File: src/rtl/shop_pkg.sv
// Shared constants for the shop command front end and the shop FSM:
// character codes, assembler state encoding and the common field widths.
package shop_pkg;

  localparam int SHOP_NUM_CHARS  = 7;
  localparam int SHOP_U_NUM_BITS = 4;

  localparam logic [7:0] CHR_BS       = 8'h08;
  localparam logic [7:0] CHR_CR       = 8'h0D;
  localparam logic [7:0] CHR_ESC      = 8'h1B;
  localparam logic [7:0] CHR_PRINT_LO = 8'h20;
  localparam logic [7:0] CHR_PRINT_HI = 8'h7E;

  typedef enum logic [0:0] {
    ST_COLLECT = 1'b0,
    ST_DISCARD = 1'b1
  } asm_state_e;

  typedef struct packed {
    logic printable;
    logic bs;
    logic cr;
    logic esc;
    logic other;
  } char_class_t;

endpackage

File: src/rtl/shop_char_class.sv
// Combinational classification of one ASCII character into exactly one
// of printable / backspace / enter / escape / other.
module shop_char_class
  import shop_pkg::*;
(
  input  logic [7:0]  i_char,
  output char_class_t o_class
);

  // one-hot decode; anything outside the known classes lands in other
  always_comb begin
    o_class = '0;
    if (i_char == CHR_BS) begin
      o_class.bs = 1'b1;
    end else if (i_char == CHR_CR) begin
      o_class.cr = 1'b1;
    end else if (i_char == CHR_ESC) begin
      o_class.esc = 1'b1;
    end else if ((i_char >= CHR_PRINT_LO) && (i_char <= CHR_PRINT_HI)) begin
      o_class.printable = 1'b1;
    end else begin
      o_class.other = 1'b1;
    end
  end

endmodule

File: src/rtl/shop_cmd_assembler.sv
// Line editor: assembles a serial ASCII stream into a right-justified
// command word and presents it with a one-cycle o_rdy strobe.
module shop_cmd_assembler
  import shop_pkg::*;
#(
  parameter int NUM_CHARS  = SHOP_NUM_CHARS,
  parameter int U_NUM_BITS = SHOP_U_NUM_BITS
) (
  input  logic                               i_clk,
  input  logic                               i_reset,
  input  logic                               i_valid,
  input  logic [7:0]                         i_char,
  input  logic [U_NUM_BITS-1:0]              i_u_sw,
  output logic                               o_rdy,
  output logic [U_NUM_BITS-1:0]              o_u,
  output logic [NUM_CHARS*8-1:0]             o_a,
  output logic                               o_ovf,
  output logic [$clog2(NUM_CHARS+1)-1:0]     o_len
);

  localparam int LEN_W = $clog2(NUM_CHARS + 1);
  localparam int BUF_W = NUM_CHARS * 8;
  localparam logic [LEN_W-1:0] LEN_FULL = LEN_W'(NUM_CHARS);
  localparam logic [LEN_W-1:0] LEN_ZERO = LEN_W'(0);
  localparam logic [LEN_W-1:0] LEN_ONE  = LEN_W'(1);

  asm_state_e        state_r, state_nxt_s;
  logic [BUF_W-1:0]  buf_r, buf_nxt_s;
  logic [LEN_W-1:0]  len_r, len_nxt_s;
  logic              commit_s;
  logic              ovf_s;
  char_class_t       cls_s;

  shop_char_class u_char_class (
    .i_char  (i_char),
    .o_class (cls_s)
  );

  // state register
  always_ff @(posedge i_clk) begin
    if (i_reset) begin
      state_r <= ST_COLLECT;
    end else begin
      state_r <= state_nxt_s;
    end
  end

  // next-state: overflow enters DISCARD, only Enter leaves it
  always_comb begin
    state_nxt_s = state_r;
    case (state_r)
      ST_COLLECT: begin
        if (ovf_s) begin
          state_nxt_s = ST_DISCARD;
        end else begin
          state_nxt_s = ST_COLLECT;
        end
      end
      ST_DISCARD: begin
        if (i_valid && cls_s.cr) begin
          state_nxt_s = ST_COLLECT;
        end else begin
          state_nxt_s = ST_DISCARD;
        end
      end
      default: state_nxt_s = ST_COLLECT;
    endcase
  end

  // line-edit decisions; DISCARD and ignored characters leave everything as is
  always_comb begin
    buf_nxt_s = buf_r;
    len_nxt_s = len_r;
    commit_s  = 1'b0;
    ovf_s     = 1'b0;
    if (!i_valid || cls_s.other || (state_r != ST_COLLECT)) begin
      buf_nxt_s = buf_r;
    end else if (cls_s.printable) begin
      if (len_r < LEN_FULL) begin
        buf_nxt_s = {buf_r[BUF_W-9:0], i_char};
        len_nxt_s = len_r + LEN_ONE;
      end else begin
        ovf_s     = 1'b1;
        buf_nxt_s = '0;
        len_nxt_s = LEN_ZERO;
      end
    end else if (cls_s.bs) begin
      if (len_r != LEN_ZERO) begin
        buf_nxt_s = buf_r >> 4'd8;
        len_nxt_s = len_r - LEN_ONE;
      end else begin
        len_nxt_s = len_r;
      end
    end else if (cls_s.esc) begin
      buf_nxt_s = '0;
      len_nxt_s = LEN_ZERO;
    end else if (cls_s.cr) begin
      if (len_r != LEN_ZERO) begin
        commit_s  = 1'b1;
        buf_nxt_s = '0;
        len_nxt_s = LEN_ZERO;
      end else begin
        commit_s  = 1'b0;
      end
    end else begin
      buf_nxt_s = buf_r;
    end
  end

  // working registers and registered outputs; o_a/o_u change only on commit
  always_ff @(posedge i_clk) begin
    if (i_reset) begin
      buf_r <= '0;
      len_r <= LEN_ZERO;
      o_a   <= '0;
      o_u   <= '0;
      o_rdy <= 1'b0;
      o_ovf <= 1'b0;
    end else begin
      buf_r <= buf_nxt_s;
      len_r <= len_nxt_s;
      o_rdy <= commit_s;
      o_ovf <= ovf_s;
      if (commit_s) begin
        o_a <= buf_r;
        o_u <= i_u_sw;
      end else begin
        o_a <= o_a;
        o_u <= o_u;
      end
    end
  end

  assign o_len = len_r;

endmodule

File: config.mk
export PLATFORM = sky130hd
export DESIGN_NAME = shop_cmd_assembler
export DESIGN_NICKNAME = d
export VERILOG_FILES = /design/src/rtl/shop_pkg.sv /design/src/rtl/shop_char_class.sv /design/src/rtl/shop_cmd_assembler.sv
export SDC_FILE = /design/constraint.sdc
export NUM_CORES = 1
export LEC_CHECK = 0
export BUFFER_PORTS_ARGS = -buffer_cell sky130_fd_sc_hd__buf_2
export CAP_MARGIN = 40
export CORE_ASPECT_RATIO = 2
export CORE_MARGIN = 2
export CORE_UTILIZATION = 55
export CTS_BUF_LIST = sky130_fd_sc_hd__clkbuf_4
export DETAILED_ROUTE_END_ITERATION = 12
export HOLD_SLACK_MARGIN = 0.06
export PLACE_DENSITY = 0.78
export SYNTH_ARGS = -nofsm -noshare
export SYNTH_HDL_FRONTEND = slang
export SYNTH_SLANG_ARGS = --single-unit
File: constraint.sdc
create_clock -name i_clk -period 3.6 [get_ports i_clk]
set_input_delay 0.36 -clock i_clk [delete_from_list [all_inputs] [get_ports i_clk]]
set_output_delay 0.36 -clock i_clk [all_outputs]
set_load 0.02 [all_outputs]
# After elaboration in Yosys (flattened, before gate mapping)
# Cells that the tools add are included.
# op_classes
n_bitwise	2
n_eq_ne	4
n_reduce_logical	9
muxes	37
magnitude_cmp	3
add_sub_neg	2
# ops
operator	count
56-bit 2-to-1 mux	7
3-bit 2-to-1 mux	8
1-bit 2-to-1 mux	20
8-bit by 4-bit equality test with 1-bit output (second input constant)	2
8-bit by 5-bit equality test with 1-bit output (second input constant)	1
8-bit by 6-bit >= comparator with 1-bit output (second input constant)	1
8-bit by 7-bit less-or-equal comparator with 1-bit output (second input constant)	1
3-bit nonzero test	2
4-bit AND reduction	1
4-bit nonzero test	1
3-bit by 1-bit adder with 3-bit output (second input constant)	1
3-bit less-than comparator (second input constant)	1
3-bit by 1-bit inequality test with 1-bit output (second input constant)	1
3-bit by 1-bit subtractor with 3-bit output (second input constant)	1
1-bit logical AND	2
1-bit logical OR	2
2-bit 2-to-1 mux	1
1-bit inverter	2
1-bit case mux with 2 select lines	1
1-bit logical NOT	1
# totals
wordCells	64
output_inout_bits	65
reg_bits	122

# Longest topological paths before layout
# Gate-level depths: netlist of the first run.
# depth
word_depth	11
mapped_depth	9
depth_no_buf	7

# By module
# Synthesis of the first run repeated with hierarchy kept, for this count alone.
# hier_totals
hier_cells	583
hier_area_um2	4926.0
# modules_own_cells
mod	area_per_inst_um2	cells_each	n_inst	seq_area_each_um2
shop_cmd_assembler	4810.9	569	1	2442.3
shop_char_class	115.1	14	1	0.0

# Least setup slack after synthesis of the first run
# No wires, ideal clock.
# synth_path
kind	reg-to-reg
start	reg len_r[0], in the netlist o_len[0]
end	reg buf_r[7]
required_ps	3530
slack_ps	1614
setup_ps	70
n_path_buf	2
stages_incl_launch_ff	9
t_arrival_ps	1915
cell_sequence	dfxtp_1 > inv_1 > ha_1 > nor2b_1 > nand4_1 > clkbuf_1 > clkbuf_1 > nand4_1 > a21oi_1
# synth_between
elab_chain_len	3
word_cells_on_any_way	7
classes_between	order compare: 1; eq/ne: 1; mux: 2; reduce/logical: 3
# synth_lines
element	line_no	source
start, declared	shop_cmd_assembler.sv:29	logic [LEN_W-1:0] len_r, len_nxt_s;
start signal, assigned	shop_cmd_assembler.sv:121	len_r <= len_nxt_s;
3-bit less-than comparator / 3-bit nonzero test (equally long branches)	shop_cmd_assembler.sv:79, shop_cmd_assembler.sv:88, shop_cmd_assembler.sv:98	
56-bit 2-to-1 mux, or another cell as far along	shop_cmd_assembler.sv:79	if (len_r < LEN_FULL) begin
56-bit 2-to-1 mux / 4-bit AND reduction (equally long branches)	--	
end signal, assigned	shop_cmd_assembler.sv:120	buf_r <= buf_nxt_s;
end, declared	shop_cmd_assembler.sv:28	logic [BUF_W-1:0] buf_r, buf_nxt_s;
# Parallel ways exist; a longest one is shown, timed or not.
# A chain may end at the register's enable or synchronous reset.

# Worst setup path in the final report of the first run
# layout_path
start	reg len_r[0], in the netlist o_len[0]
end	reg o_u[2]
# layout_between
elab_chain_len	7
# layout_lines
element	line_no	source
3-bit nonzero test	shop_cmd_assembler.sv:98	if (len_r != LEN_ZERO) begin
1-bit 2-to-1 mux	shop_cmd_assembler.sv:98	
1-bit 2-to-1 mux	shop_cmd_assembler.sv:97	end else if (cls_s.cr) begin
1-bit 2-to-1 mux	shop_cmd_assembler.sv:94	end else if (cls_s.esc) begin
1-bit 2-to-1 mux	shop_cmd_assembler.sv:87	end else if (cls_s.bs) begin
1-bit 2-to-1 mux	shop_cmd_assembler.sv:78	end else if (cls_s.printable) begin
1-bit 2-to-1 mux	shop_cmd_assembler.sv:76	if (!i_valid || cls_s.other || (state_r != ST_COLLECT)) begin
end signal, assigned	shop_cmd_assembler.sv:126	o_u <= i_u_sw;
end signal, assigned	shop_cmd_assembler.sv:129	o_u <= o_u;
end, declared	shop_cmd_assembler.sv:15	output logic [U_NUM_BITS-1:0] o_u,
# Every way passes these cells.

==> key figures, run 1 <==
Run status
  – Status: finished clean

Logic synthesis
  – Flops & latches, synth: 122
  – Top post-synthesis cells by area: dfxtp_1 (49%), a21oi_1 (12%), nand2_1 (9.2%), a211oi_1 (7.2%), a22oi_1 (7.1%)
  – Netlist Area Pre-Place: around 0.0050 mm^2
  – Async S/R FF share, synth: 0%
  – Top cell type's share of synthesized area: 49.0%
  – Post-synthesis sequential area ratio: 49.0%
  – Yosys top cell by area: dfxtp_1
  – Syn Inst Count: 582
  – Ys Warns: 0
  – Ys flop type: dfxtp_1
  – Netlist cell types: 33
  – Post-synth EDFFs: 0
  – Synth cell count leaders: dfxtp_1 (122), nand2_1 (122), a21oi_1 (120)
  – Syn nets: 600
  – Syn Area/Cell: 8.56 um^2

Global routing
  – Number of global-route vias before repair: approximately 4300
  – Largest net degree at the start of global routing: 82
  – GR met1 Demand/Resource: 31.0%
  – Grt met3 use: 5.01%
  – Total congestion overflow: 0
  – Initial antenna violation count: 1
  – GRT Util Overall: 27.4%
  – GRT busiest layer: met2
  – GR Util met2: between 40% and 50%
  – First-pass GRT wire length: between 20 and 25 mm

Worst setup path
  – CP peak stage delay: ~0.9 ns
  – CP Cell Sequence: inv_1, ha_1, nor2b_1, or4_2, buf_16, nand2_1, a21oi_1
  – WP data required: 4.01 ns
  – R2r worst-path depth: 7
  – Crit path max fanout: 31
  – Worst reg-to-reg setup slack: 1.19 ns
  – Setup CP Type: reg -> reg
  – CP max-delay cell: or4_2
  – Crit start category: flip-flop
  – RR Startpoint: o_len[0]
  – Nature of the critical path endpoint: flip-flop
  – Arrival @ worst endpoint: 2.82 ns
  – End of the worst register-to-register path: o_u[2]

Flow run
  – Max-cap viol count: 0

Cells and area
  – Final Core Density: 63.3%
  – P&R area growth vs syn: 12.9%
  – Share of layout cells above drive strength 1: about a fifth
  – # fillers: 789
  – NumNets Final: 654

Power and ir drop
  – VDD IR-drop max: 465 uV
  – Leakage: 2.01 nW
  – P per Cell Area: 449 mW/mm^2

Timing
  – Setup violators final: 0
  – Max-slew violation count: 0
  – Final period util: 66.9%
  – TNS Setup: 0 ns
  – Actual slew at the worst max-slew pin: about 0.62 ns
  – Final Hold Viols: 0
  – Fin crit period: 2.41 ns
  – Fmax achieved: ~0.41 GHz
  – Clock skew: 0.0133 ns
  – Max-slew headroom: 58.8%
  – RSZ-0062 raised after global routing: no

Clock network
  – Max Root-Sink Buffers: 2
  – Htree depth: 4
  – Post-CTS Resized: 0
  – Clock root cell: clkbuf_4
  – Clock Latency Late Sink: approximately 0.53 ns
  – Post CTS Setup Buffer Count: 0
  – Clock sinks: about 120
  – TritonCTS Buffers: 17
  – Clk slew on worst S/H paths: about 0.11 ns
  – Post-CTS Hold Buffers: 2
  – TritonCTS clock tree: built

Floorplanning
  – DIE HEIGHT: 139 um
  – Die area: slightly below 0.01 mm^2
  – Die Wd: 71.3 um
  – Starting Density: approximately 56%
  – CORE AREA: 0.00889 mm^2
  – Row cnt: 49
  – Io pins: 80

Min path
  – Worst-case hold path end point: o_u[3]
  – Worst min path class: in -> reg
  – Worst hold start: i_u_sw[3]
  – Hold path depth: 3

Detailed routing
  – Wire per inst: 17.8 um
  – WL final: approximately 13 mm
  – Final ANT Viol Nets: 0
  – Post-DR vias/cell: between 6 and 7
  – Initial drt markers: 410
  – Vias: 4688
  – 1st-pass router iterations: 8
  – DRC errors left: 0

Placed design
  – Dpl hpwl: 8.96 mm
  – Port Buffers: between 70 and 80
  – Routability cong.: 0.850
critical path, delay by kind of cell (launching register included):
kind | cells | cell delay, ns
buffers and inverters | 2 | 0.41
flip-flops | 1 | 0.43
AO/OA/AOI/OAI | 1 | 0.07
adder cells (fa/ha/maj) | 1 | 0.21
AND/OR/NAND/NOR | 3 | 1.19
registers in the layout, summed over array words and instances, names as in the netlist:
| signal | flops |
|---|---|
| o_ovf | 1 |
| state_r | 1 |
| o_len | 3 |
| o_a | 56 |
| o_rdy | 1 |
| o_u | 4 |
| buf_r | 56 |
worst max-delay path by stage:
stage | start | cells after the start | slack [ns] | to
after floorplan | o_len[0] | 8 | 1.61 | buf_r[7]
after global placement | i_char[1] | 6 | 0.98 | o_a[15]
after detailed placement | i_char[6] | 7 | 0.96 | o_u[2]
after CTS | o_len[0] | 7 | 1.19 | o_a[36]
after global routing | o_len[0] | 7 | 1.05 | o_a[36]
final | o_len[0] | 7 | 1.19 | o_u[2]
cells in the final DEF (no fill, tap or decap), types with 2 or more instances in the layout:
| master | Yosys | layout |
|---|---|---|
| nand2_1 | 122 | 122 |
| dfxtp_1 | 122 | 122 |
| a21oi_1 | 120 | 120 |
| buf_2 | 15 | 78 |
| a211oi_1 | 48 | 48 |
| a22oi_1 | 47 | 47 |
| clkbuf_4 | 0 | 20 |
| o21ai_0 | 12 | 12 |
| nand4_1 | 11 | 11 |
| buf_4 | 9 | 11 |
| nor2_1 | 7 | 5 |
| nand3_1 | 5 | 5 |
| clkinv_2 | 0 | 5 |
| inv_1 | 4 | 4 |
| nand2b_1 | 3 | 3 |
| ha_1 | 3 | 3 |
| clkinv_1 | 0 | 3 |
| dlygate4sd3_1 | 0 | 3 |
| o32ai_1 | 2 | 2 |
| bufinv_16 | 0 | 2 |
| buf_16 | 0 | 2 |
report_power, final:
| part | switching, mW | total (mW) | internal (mW) |
|---|---|---|---|
| Clock | 0.490 | 0.909 | 0.419 |
| Sequential | 0.0504 | 1.44 | 1.39 |
| Combinational | 0.113 | 0.177 | 0.0642 |
| Total | 0.653 | 2.52 | 1.87 |
layout make-up:
class                   count  area [um^2]  area share (%)
clock inverters            11          105            1.87
flip-flops and latches    122         2440            43.4
clock buffers              20          150            2.67
repair buffers             94          558            9.92
multi-input cells         397         2220            39.5
diodes                      1         2.50          0.0445
well taps                 102          128            2.27
inverters                   4         15.0           0.267
through the flow:
| step | worst slack (ns) | area [um^2] | instances | power, mW | hold WS, ns |
|---|---|---|---|---|---|
| after CTS | 1.19 | 5610 | 749 | 2.53 | 0.0825 |
| after floorplan | 1.61 | 4980 | 582 | 1.58 | 0.446 |
| after global placement | 0.976 | 5280 | 714 | 1.63 | 0.436 |
| after global routing | 1.05 | 5620 | 751 | 2.62 | 0.0751 |
| final | 1.19 | 5620 | 751 | 2.52 | 0.0820 |
| after detailed placement | 0.961 | 5340 | 716 | 1.64 | 0.441 |
metal layers:
metal	routed length, um	share of wire, %
met3	639	4.8
met4	643	4.8
met5	0	0
met2	7180	54
met1	4940	37
cell families (layout without fill, tap and decap cells):
logic type | after synthesis | count (layout) | share of synthesized area (%)
adder cells (fa/ha/maj) | 3 | 3 | 0.754
multiplexers | 1 | 1 | 0.226
AO/OA/AOI/OAI | 235 | 235 | 29.1
AND/OR/NAND/NOR | 157 | 157 | 13.7
buffers and inverters | 63 | 129 | 7.01
other | 0 | 1 | 0
XOR/XNOR | 1 | 1 | 0.176
flip-flops | 122 | 122 | 49.0
Note: power is estimated with default switching activity, not from simulation.
==> inputs of run 2 (changes only) <==
Clock period 3.6 ns to 2.5 ns, I/O delays scaled along.
==> run 2 against run 1 <==
Cell area increased by 0.96%. Worst setup slack got worse by 0.87 ns. Clock power increased by 42%.
==> key figures, run 2 (synthesized netlist as in run 1, its figures left out) <==
Run status
  – Status: finished clean

Clock network
  – Clock root cell: clkbuf_4
  – TritonCTS clock tree: built
  – Clock Latency Late Sink: 0.55 ns
  – Post-CTS Resized: 0
  – Max Root-Sink Buffers: 2
  – TritonCTS Buffers: 17
  – Clock sinks: approximately 120
  – Htree depth: 4
  – Clk slew on worst S/H paths: 0.10 ns

Cells and area
  – Share of layout cells above drive strength 1: between 15 and 20%
  – # fillers: 786
  – Top flop regs: buf_r x56, o_a x56, o_u x4
  – P&R area growth vs syn: 14.0%
  – Area occupied by multi-input gates: 0.00222 mm^2
  – NumNets Final: 656
  – Register area: ~0.0024 mm^2
  – Highest-count cells in the layout ignoring fill and taps: nand2_1 (122), dfxtp_1 (122), a21oi_1 (120)
  – Final Cell Area: 0.00568 mm^2
  – Final Core Density: a little under two thirds

Power and ir drop
  – P per Cell Area: 640 mW/mm^2
  – Leakage: approximately 2 nW
  – Clock Power Share: a little over a third
  – Sequential share of power: 57.0%
  – VDD IR-drop max: 480 uV
  – NetSw: 0.947 mW
  – Cell Int Power: 2.68 mW
  – Sw frac: a little over a quarter
  – Comb power frac: 7.4%

Timing
  – Fin crit period: 2.18 ns
  – Final Hold Viols: 0
  – Final period util: 87.4%
  – Hold Slack: 0.107 ns
  – Setup violators final: 0
  – Clock skew: 0.0150 ns
  – Fmax achieved: ~0.46 GHz
  – Actual slew at the worst max-slew pin: around 0.65 ns
  – RSZ-0062 raised after global routing: no
  – Final worst slack: roughly 0.32 ns
  – Max-slew headroom: 56.7%
  – TNS Setup: 0 ns
  – Max-slew violation count: 0

Worst setup path
  – R2r worst-path depth: 7
  – RR Startpoint: o_len[0]
  – Buffers & Inverters on Critical Path: 2
  – WP data required: 2.91 ns
  – CP Cell Sequence: inv_1, ha_1, nor2b_1, or4_2, buf_4, nand2_1, a21oi_1
  – Arrival @ worst endpoint: approximately 2.6 ns
  – Crit path max fanout: 60
  – End of the worst register-to-register path: o_a[15]
  – Delay-heaviest family, CP: simple AND/OR/NAND/NOR gates
  – Nature of the critical path endpoint: flip-flop
  – CP max-delay cell: or4_2
  – Crit path depth: 7
  – CP peak stage delay: 0.55 ns
  – Setup CP Type: reg -> reg
  – Worst reg-to-reg setup slack: 0.32 ns
  – Crit start category: flip-flop

Placed design
  – Routability cong.: just over 0.9
  – Dpl hpwl: 8.82 mm
  – Placed cell area: 0.00539 mm^2
  – Pre-CTS WS: about 0.19 ns
  – Port Buffers: 79

Floorplanning
  – Die area: 0.00988 mm^2
  – Io pins: 80
  – Die Wd: 71.3 um
  – Starting Density: 56.0%
  – Row cnt: 49
  – DIE HEIGHT: between 100 and 150 um
  – CORE AREA: 0.00889 mm^2

Global routing
  – First-pass GRT wire length: 21.7 mm
  – GRT Util Overall: 27.9%
  – Number of global-route vias before repair: between 4000 and 5000
  – Largest net degree at the start of global routing: 62
  – Total congestion overflow: 0
  – Initial antenna violation count: 1

Detailed routing
  – Vias: roughly 4700
  – Wire per inst: 17.8 um
  – DRC errors left: 0
  – 1st-pass router iterations: 6
  – Initial drt markers: 527
  – Final ANT Viol Nets: 0
  – WL final: 13.4 mm
  – Post-DR vias/cell: 6.19

Flow run
  – Max-cap viol count: 0

Min path
  – Worst min path class: in -> reg
  – Worst hold start: i_valid
  – Hold path depth: 4
  – Worst-case hold path end point: state_r
run 2: cell types whose count changed in the layout (fill, tap and decap cells not counted):
cell and change:
clkinv_1 -1, buf_4 -3, clkinv_2 +1, dlygate4sd3_1 +1, buf_12 +5, buf_16 -1, clkbuf_4 -1
run 2: final cells by class:
cell class | instances | share of cell area (%)
Inverter | 4 | 0.264
Tap cell | 102 | 2.25
Sequential cell | 122 | 43.0
Multi-Input combinational cell | 397 | 39.1
Clock buffer | 19 | 2.51
Antenna cell | 1 | 0.0441
Clock inverter | 11 | 1.87
Timing Repair Buffer | 96 | 10.9
run 2: routing by layer:
metal	part of all wire (%)	wire length, um	global-route usage (%)
met3	5.0	663	6.61
met2	54	7260	46.9
met1	36	4780	30.8
met4	5.1	682	17.5
met5	0	0	0
run 2: power by group through the flow:
stage / registers, mW / logic, mW / clock network (mW)
floorplan: 2.08 / 0.193 / 0
global placement: 2.11 / 0.240 / 0
detailed placement: 2.11 / 0.257 / 0
CTS: 2.07 / 0.263 / 1.31
global route: 2.08 / 0.293 / 1.40
finish: 2.07 / 0.268 / 1.29
run 2: worst max path at each step:
| stage | start | end |
|---|---|---|
| floorplan | o_len[0] | buf_r[7] |
| global placement | i_char[0] | buf_r[3] |
| detailed placement | i_char[1] | o_a[55] |
| CTS | o_len[0] | o_a[15] |
| global route | o_len[0] | o_a[3] |
| finish | o_len[0] | o_a[15] |
run 2: what timing repair did:
| action | 4_1_cts | 5_1_grt |
|---|---|---|
| hold buffers | 4 | 0 |
| setup buffers | 0 | 0 |
| hold endpoints to repair | 4 | 0 |
run 2: worst reg2reg max path, stage by stage, from the launching register on:
cell and delay, ns:
dfxtp_1 0.45, inv_1 0.12, ha_1 0.20, nor2b_1 0.19, or4_2 0.55, buf_4 0.33, nand2_1 0.16, a21oi_1 0.07
run 2: per-stage QoR:
stage	std cells	total power, mW
global placement	716	2.35
CTS	751	3.64
detailed placement	717	2.37
global route	752	3.77
floorplan	582	2.27
finish	752	3.63
==> inputs of run 3 (changes only) <==
Settings changed: SETUP_SLACK_MARGIN from default to 0.4.
==> run 3 against run 2 <==
Clock power is essentially flat. Total power is essentially flat. Core utilization grew 0.15 points. Largest cell class unchanged.
==> key figures, run 3 (synthesized netlist as in run 1, its figures left out) <==
Run status
  – Status: finished clean

Detailed routing
  – Vias: between 4000 and 5000
  – Final ANT Viol Nets: 0
  – Post-DR vias/cell: 6.23
  – WL final: between 10 and 15 mm
  – Wire per inst: 17.8 um
  – DRC errors left: 0
  – Initial drt markers: 520
  – 1st-pass router iterations: 5

Floorplanning
  – Starting Density: 56.0%
  – CORE AREA: 0.00889 mm^2
  – Die area: about 0.01 mm^2
  – Die Wd: 71.3 um
  – Io pins: 80
  – Row cnt: 49
  – DIE HEIGHT: around 140 um

Global routing
  – Initial antenna violation count: 1
  – Total congestion overflow: 0
  – First-pass GRT wire length: 21.6 mm
  – Largest net degree at the start of global routing: between 60 and 70
  – Number of global-route vias before repair: 4387
  – GRT Util Overall: 27.8%

Worst setup path
  – Crit path max fanout: 60
  – Crit start category: flip-flop
  – Worst reg-to-reg setup slack: roughly 0.46 ns
  – RR Startpoint: o_len[1]
  – R2r worst-path depth: 7
  – WP data required: 2.90 ns
  – Nature of the critical path endpoint: flip-flop
  – End of the worst register-to-register path: o_a[4]
  – Setup CP Type: reg -> reg
  – Arrival @ worst endpoint: 2.44 ns
  – Critical Path Source: o_len[1]

Power and ir drop
  – Leakage: 2.03 nW
  – Tot Pwr: 3.63 mW
  – Cell Int Power: 2.69 mW
  – Sequential share of power: a little under three fifths
  – Clock Power Share: 35.6%
  – NetSw: 0.946 mW
  – Comb power frac: around 7.4%
  – Sw frac: 26.0%
  – VDD IR-drop max: 482 uV
  – P per Cell Area: 638 mW/mm^2

Timing
  – Fin crit period: 2.04 ns
  – Max-slew headroom: between 50 and 60%
  – Max-slew violation count: 0
  – Final period util: 81.6%
  – TNS Setup: 0 ns
  – Setup violators final: 0
  – Final worst slack: about 0.46 ns
  – Fmax achieved: between 0.4 and 0.5 GHz
  – Final Hold Viols: 0
  – Clock skew: 0.0178 ns
  – Actual slew at the worst max-slew pin: ~0.65 ns
  – Hold Slack: 0.110 ns
  – RSZ-0062 raised after global routing: no

Cells and area
  – Highest-count cells in the layout ignoring fill and taps: nand2_1 (122), dfxtp_1 (121), a21oi_1 (120)
  – Top flop regs: buf_r x56, o_a x56, o_u x4
  – P&R area growth vs syn: 14.3%
  – Share of layout cells above drive strength 1: 20.0%
  – NumNets Final: 656
  – Final Cell Area: 0.00569 mm^2
  – Most common cell after layout, fill and taps aside: nand2_1

Clock network
  – Post CTS Setup Buffer Count: 0
  – Htree depth: 4
  – Clock Latency Late Sink: 0.55 ns
  – Max Root-Sink Buffers: 2
  – TritonCTS Buffers: 17
  – Clock sinks: around 120
  – Clock root cell: clkbuf_4
  – Clk slew on worst S/H paths: about 0.1 ns
  – TritonCTS clock tree: built

Placed design
  – Port Buffers: 79
  – Routability cong.: 0.908
  – Pre-CTS WS: 0.185 ns
  – Placed cell area: 0.00539 mm^2
  – Dpl hpwl: 8.82 mm

Min path
  – Hold path depth: 4
  – Worst min path class: in -> reg
  – Worst-case hold path end point: state_r
  – Worst hold start: i_valid

Flow run
  – Max-cap viol count: 0
[run 3: worst max-delay path, stage by stage, from the launching register on]
cell	delay [ns]
dfxtp_1	0.41
inv_1	0.10
ha_1	0.18
nor2b_1	0.20
or4_2	0.58
buf_8	0.23
nand2_1	0.11
a21oi_1	0.06
[run 3: final cells by class]
| cell class | instances | area [um^2] |
|---|---|---|
| fill | 786 | 3200 |
| sequential | 122 | 2440 |
| multi-input combinational | 397 | 2230 |
| timing repair buffer | 96 | 626 |
| clock buffer | 19 | 143 |
| tap | 102 | 128 |
| clock inverter | 11 | 106 |
| inverter | 4 | 15.0 |
| antenna | 1 | 2.50 |
[run 3: timing repair]
action,in CTS,in global routing
hold endpoints to repair,4,0
hold buffers,4,0
gates cloned,0,0
setup endpoints to repair,60,90
resized for setup,2,2
[run 3: stage by stage]
step	cells	util (%)
floorplan	582	-
global placement	716	60.3
detailed placement	717	60.6
CTS	751	63.9
global route	752	64.0
finish	752	64.0
[run 3: worst max path at each step]
stage,end
2_1_floorplan,buf_r[7]
3_3_place_gp,buf_r[3]
3_5_place_dp,o_a[55]
4_1_cts,o_a[15]
5_1_grt,o_a[3]
6_report,o_a[4]
[run 3: power groups by stage]
stage          Sequential (mW)  Combinational (mW)  Clock (mW)
6_report                  2.07               0.269        1.29
5_1_grt                   2.08               0.294        1.40
4_1_cts                   2.07               0.263        1.31
3_5_place_dp              2.11               0.257           0
3_3_place_gp              2.11               0.240           0
2_1_floorplan             2.08               0.193           0
[run 3: routing by layer]
metal  vias to the layer above  global-route usage, %  routed length, um
met1                      2223                   30.6               4810
li1                       2205                      -                  -
met2                       199                   46.9               7120
met3                        61                   6.61                652
met4                         0                   17.5                823
met5                         -                      0                  0
